[src/rtl/sobel_frame_controller.sv]
// Sequencing control for a 3x3 Sobel pipeline: it accepts pixels, then pads the tail of the frame with zero shifts, and tags each result beat with its row and column.
// Each beat appears KERNEL_LAT+1 cycles after its shift. A stall on in_valid holds back shifting and does nothing else.
module sobel_frame_controller #(
  parameter int WIDTH      = 100,
  parameter int HEIGHT     = 100,
  parameter int KERNEL_LAT = 1
) (
  input  logic                      clk,
  input  logic                      rst_n,
  input  logic                      start,
  input  logic                      in_valid,
  output logic                      in_ready,
  output logic                      shift_en,
  output logic                      pad_sel,
  output logic                      busy,
  output logic                      out_valid,
  output logic                      out_border,
  output logic                      out_sol,
  output logic                      out_eol,
  output logic                      out_last,
  output logic [$clog2(HEIGHT)-1:0] out_row,
  output logic [$clog2(WIDTH)-1:0]  out_col,
  output logic                      frame_done
);

  localparam int RW   = $clog2(HEIGHT);
  localparam int CW   = $clog2(WIDTH);
  localparam int NPIX = WIDTH * HEIGHT;
  localparam int KW   = $clog2(NPIX + WIDTH + 2);
  localparam int DW   = $clog2(KERNEL_LAT + 1) + 1;

  typedef enum logic [2:0] {S_IDLE, S_FILL, S_RUN, S_FLUSH, S_DRAIN} state_t;

  typedef struct packed {
    logic          vld;
    logic          border;
    logic          sol;
    logic          eol;
    logic          last;
    logic [RW-1:0] row;
    logic [CW-1:0] col;
  } beat_t;

  state_t        r_state;
  logic [KW-1:0] r_k;
  logic [RW-1:0] r_row;
  logic [CW-1:0] r_col;
  logic [DW-1:0] r_drain;
  beat_t         r_dl [KERNEL_LAT+1];

  logic  w_accept;
  logic  w_flush;
  logic  w_emit;
  beat_t w_beat;

  assign w_accept = (r_state == S_FILL) || (r_state == S_RUN);
  assign w_flush  = (r_state == S_FLUSH);
  assign in_ready = w_accept;
  assign shift_en = w_flush | (w_accept & in_valid);
  assign pad_sel  = w_flush;
  assign busy     = (r_state != S_IDLE);
  // The first WIDTH+1 shifts only fill the window, so they produce no center.
  assign w_emit   = shift_en && (r_k >= KW'(WIDTH + 1));

  always_comb begin
    w_beat = '0;
    if (w_emit) begin
      w_beat.vld    = 1'b1;
      w_beat.row    = r_row;
      w_beat.col    = r_col;
      w_beat.sol    = (r_col == '0);
      w_beat.eol    = (r_col == CW'(WIDTH - 1));
      w_beat.border = (r_row == '0) || (r_row == RW'(HEIGHT - 1)) || w_beat.sol || w_beat.eol;
      w_beat.last   = (r_row == RW'(HEIGHT - 1)) && w_beat.eol;
    end
  end

  always_ff @(posedge clk or negedge rst_n) begin
    if (!rst_n) begin
      r_state <= S_IDLE;
      r_k     <= '0;
      r_row   <= '0;
      r_col   <= '0;
      r_drain <= '0;
    end else begin
      case (r_state)
        S_IDLE: begin
          if (start) begin
            r_state <= S_FILL;
            r_k     <= '0;
            r_row   <= '0;
            r_col   <= '0;
          end
        end
        S_FILL, S_RUN: begin
          if (in_valid) begin
            r_k <= r_k + KW'(1);
            if (r_k == KW'(NPIX - 1))
              r_state <= S_FLUSH;
            else if (r_k == KW'(WIDTH))
              r_state <= S_RUN;
          end
        end
        S_FLUSH: begin
          r_k <= r_k + KW'(1);
          if (r_k == KW'(NPIX + WIDTH)) begin
            r_state <= S_DRAIN;
            r_drain <= '0;
          end
        end
        S_DRAIN: begin
          if (r_drain == DW'(KERNEL_LAT))
            r_state <= S_IDLE;
          else
            r_drain <= r_drain + DW'(1);
        end
        default: r_state <= S_IDLE;
      endcase

      // The row holds at its last value so it cannot run past the frame.
      if (w_emit) begin
        if (r_col == CW'(WIDTH - 1)) begin
          r_col <= '0;
          if (r_row != RW'(HEIGHT - 1))
            r_row <= r_row + RW'(1);
        end else begin
          r_col <= r_col + CW'(1);
        end
      end
    end
  end

  always_ff @(posedge clk or negedge rst_n) begin
    if (!rst_n) begin
      for (int i = 0; i <= KERNEL_LAT; i++)
        r_dl[i] <= '0;
    end else begin
      r_dl[0] <= w_beat;
      for (int i = 1; i <= KERNEL_LAT; i++)
        r_dl[i] <= r_dl[i-1];
    end
  end

  assign out_valid  = r_dl[KERNEL_LAT].vld;
  assign out_border = r_dl[KERNEL_LAT].border;
  assign out_sol    = r_dl[KERNEL_LAT].sol;
  assign out_eol    = r_dl[KERNEL_LAT].eol;
  assign out_last   = r_dl[KERNEL_LAT].last;
  assign out_row    = r_dl[KERNEL_LAT].row;
  assign out_col    = r_dl[KERNEL_LAT].col;
  assign frame_done = r_dl[KERNEL_LAT].vld & r_dl[KERNEL_LAT].last;

endmodule

[config.mk]
export PLATFORM = sky130hd
export DESIGN_NAME = sobel_frame_controller
export DESIGN_NICKNAME = d
export VERILOG_FILES = /design/src/rtl/sobel_frame_controller.sv
export SDC_FILE = /design/constraint.sdc
export NUM_CORES = 1
export LEC_CHECK = 0
export ABC_CLOCK_PERIOD_IN_PS = 6470
export BUFFER_PORTS_ARGS = -buffer_cell sky130_fd_sc_hd__buf_4
export CORE_MARGIN = 3
export CORE_UTILIZATION = 55
export DETAILED_ROUTE_END_ITERATION = 10
export PLACE_DENSITY = 0.74
export SKIP_CTS_REPAIR_TIMING = 1
export SYNTH_ARGS = -nofsm -noshare
export SYNTH_HDL_FRONTEND = slang
export SYNTH_SLANG_ARGS = --single-unit
[constraint.sdc]
create_clock -name clk -period 6.47 [get_ports clk]
set_input_delay 1.294 -clock clk [delete_from_list [all_inputs] [get_ports clk]]
set_output_delay 1.294 -clock clk [all_outputs]
set_load 0.01 [all_outputs]
Yosys cells after proc, flatten, opt, wreduce, memory -nomap -nowiden. Cells that the tools add are included.

Add/subtract/negate cells: 4. Order comparisons: 1. Eq/ne operators: 17. Multiplexer cells: 23. Bitwise operators: 3. Reduce and logical (&&, ||, !) cells: 19.

Operators with widths (number): $mux W7 (9); $pmux W14 S3 (1); $eq A14 B14 Y1 const B (2); $mux W14 (2); $mux W19 (1); $mux W3 (6); $add A14 B1 Y14 const B (1); $add A7 B1 Y7 const B (2); $eq A14 B7 Y1 const B (1); $eq A7 B7 Y1 const B (2); $ge A14 B7 Y1 const B (1); $logic_not A7 Y1 (2); $pmux W3 S4 (1); $ne A2 B2 Y1 const B (4); $ne A7 B7 Y1 const B (1); $eq A3 B2 Y1 const B (2); $reduce_and A3 Y1 (2); $reduce_bool A2 Y1 (3); $reduce_bool A3 Y1 (2); $reduce_and A5 Y1 (1); $logic_or A1 B1 Y1 (4); $mux W2 (2); $pmux W2 S2 (1); $eq A3 B1 Y1 const B (1); 11 further kinds (13).

Bits in registers: 71. Input port bits: 4. Output and inout bits: 24. Word-level logic and storage cells: 86.

Longest topological paths before layout.
Depth after elaboration: 7. Mapped depth: 8. Depth with buffers taken out: 8.

Worst setup path before layout. OpenSTA, ideal clock, no wires.

Path type: input -> output. From: input port in_valid. To: output port shift_en. Data arrival time: 2019 ps. Data required time: 5176 ps. Slack: 3157 ps. Stages: 5. Path buffers: 2. Cell sequence: o21ai_0 -> a21o_1 -> buf_2 -> clkinv_4 -> clkbuf_1.

Longest elaborated chain between the ends: 2.

Ends and longest elaborated chain: start: declaration (line 11) `input logic in_valid,`; $and A1 B1 Y1 (line 59) `assign shift_en = w_flush | (w_accept & in_valid);`; $or A1 B1 Y1 (line 59); end: declaration (line 13) `output logic shift_en,`.

No other way between the ends.

Worst setup path in the final report. Same ends and word-level chain as after synthesis.

==> results.toml <==
[outcome]
status = "finished clean"

[logic_synthesis]
ys_types = 54
ys.flop_type = "dfrtp_1"
synthCells = 314
synth_top_area_cell = "dfrtp_1"
avgSynthCellArea_um2 = 10.8
synth_top_cell_area_share_pct = 52.6
syn_nets = 327
seq_area_frac_synth_pct = 52.6
synth-seq-cells = 71
synth_edf_count = 0
yosysWarnings = 0
synthesis.area_mm2 = 0.00338
yosys-top-cells-area = "dfrtp_1 (53%), ha_1 (3.3%), nor2_1 (3.2%), buf_4 (3.1%), xnor2_1 (2.9%)"
async_reset_ff_share_pct = 100

[power]
internal_power_mw = 0.790
irDropWorstVdd_uv = 179
clockPowerShare_pct = 26.7
power.density_mw_per_mm2 = 328
swShare_pct = 34.5
p_sw_mw = 0.415
p_seq_share_pct = 52.8
pwr-share-comb_pct = 20.5
p_leak_nw = 1.69

[worst_setup_path]
arrival_ns = 2.32
cp_cell_sequence = "buf_4, o21ai_0, a21o_1, clkinv_4, buf_4"
slowest_stage = "a21o_1"
cp_max_fo = 18
worstPathRequired_ns = 5.18
cpPeakStageDelay_ns = 0.38
crit_path_frequent_cell = "buf_4"
crit_path_start_kind = "input port"
r2r_setup_slack_ns = 3.96
crit_type = "in -> out"
end_kind = "output port"

[die]
initial_core_util_pct = 59.2
core-area_mm2 = 0.00571
die_height_um = 84.4
die_area_mm2 = 0.00712
io_pins = 28
rows = 27
die_x_um = 84.4

[routing]
initialDrtViolationCount = 83
vias_per_cell = 5.64
vias = 2273
drc = 0
ant_nets = 0
drt_pass1_iterations = 4
wire_per_inst_um = 15.3
routed_wl_um = 6150

[layout]
nNetsFinal = 339
layout_common_cells = "dfrtp_1 (71), nor2_1 (29), buf_4 (27)"
area_growth_pct = 8.70
layout_commonest_cell = "dfrtp_1"
drive_gt1_share_pct = 20.2
fill_cells = 470
n_antenna_cell = 0

[clock_network]
clk_pin_slew_ns = 0.07
clockRootBuffer = "clkbuf_8"
clk_path_buf_depth = 2
cts_tree = "built"
cts_buffers = 9
cts.sinks = 71
cts_max_level = 3
clk_latency_ns = 0.35

[timing]
finalCritPeriodShare_pct = 55.8
finalCriticalPeriod_ns = 3.61
worst_pin_slew_ns = 0.856
slew-limit-headroom_pct = 43.0
clock_skew_ns = 0.00943
fin_tns_setup_ns = 0
max_freq_ghz = 0.277
layout_setup_ws_ns = 2.86
grt_setup_unrepaired = "no"
slew_violations = 0
finalHoldViolCount = 0
setup_viol = 0

[place]
place_ws_ns = 2.87
post-dp-hpwl_um = 4120
finalWeightedCongestion = 0.932
portBuffers = 27

[grt]
grt_pass1_wl_um = 10400
grt_usage_pct = 18.5
antenna_found_initial = 0
first_global_vias = 2249
grt_max_degree = 72
overflow = 0

[run]
maxCapViolations = 0

[min_path]
hold_class = "reg -> reg"
power groups by stage:
stage / logic [mW] / clock network, mW / registers [mW]
floorplan: 0.214 / 0 / 0.605
global placement: 0.239 / 0 / 0.636
detailed placement: 0.248 / 0 / 0.642
CTS: 0.249 / 0.328 / 0.633
global route: 0.279 / 0.350 / 0.651
finish: 0.247 / 0.322 / 0.637
layer usage:
| metal | track usage, % | vias to the layer above | share of wire, % |
|---|---|---|---|
| met5 | 0 | - | 0 |
| met4 | 11.2 | 0 | 2.3 |
| met3 | 3.73 | 13 | 4.2 |
| met2 | 28.8 | 62 | 46 |
| met1 | 23.9 | 1086 | 47 |
| li1 | - | 1112 | - |
final timing paths:
path	from	end	cells after the start
worst max register to register	r_k[1]$_DFFE_PN0P_	r_row[6]$_DFF_PN0_	7
min in group asynchronous	rst_n	out_row[1]$_DFF_PN0_	1
worst min-delay path	r_dl[20]$_DFF_PN0_	out_col[1]$_DFF_PN0_	0
worst min register to register	r_dl[20]$_DFF_PN0_	out_col[1]$_DFF_PN0_	0
worst max-delay path	in_valid	shift_en	5
max in group asynchronous	rst_n	out_eol$_DFF_PN0_	1
synth_stat cells (7+ instances only):
master / count
nor3_1: 12
o21ai_0: 9
nor2_1: 29
nand2_1: 18
ha_1: 9
nand3_1: 13
and3_1: 14
xnor2_1: 11
buf_4: 14
dfrtp_1: 71
inv_1: 15
nand4_1: 7
layout make-up:
| cell class | count | area (µm²) | area share, % |
|---|---|---|---|
| clock buffers | 9 | 124 | 3.37 |
| multi-input cells | 199 | 1350 | 36.8 |
| flip-flops and latches | 71 | 1780 | 48.4 |
| inverters | 18 | 72.6 | 1.98 |
| clock inverters | 7 | 56.3 | 1.53 |
| well taps | 72 | 90.1 | 2.45 |
| repair buffers | 27 | 203 | 5.52 |
cell families (layout without fill, tap and decap cells):
kind of cell               Yosys count  in the layout  share of synthesized area (%)
and+or+nand+nor                    129            129                           22.3
DFF                                 71             71                           52.6
AOI/OAI and AO/OA                   44             44                           9.78
buffers and inverters               44             61                           7.44
xor gates and xnor gates            13             13                           3.37
adders and majority gates            9              9                           3.33
muxes                                4              4                           1.22
worst max-delay path: cells and delay by family:
family	cells	cell delay, ns
buf+inv	3	0.56
compound gates	2	0.45
through the flow:
stage / power [mW] / hold slack (ns) / area [µm²] / cells / utilization, %
global placement: 0.875 / 0.332 / 3490 / 387 / 61.2
CTS: 1.21 / 0.349 / 3670 / 403 / 64.3
detailed placement: 0.889 / 0.335 / 3490 / 387 / 61.2
finish: 1.20 / 0.351 / 3670 / 403 / 64.3
global route: 1.28 / 0.354 / 3670 / 403 / 64.3
floorplan: 0.819 / 0.331 / 3380 / 314 / -
state kept, by name, summed over array words and instances (netlist names):
register    flops
out_eol         1
r_col           7
out_border      1
out_valid       1
out_last        1
out_sol         1
r_dl           19
out_col         7
r_row           7
r_state         3
r_drain         2
r_k            14
out_row         7
Power figures use the tool's default switching activity.
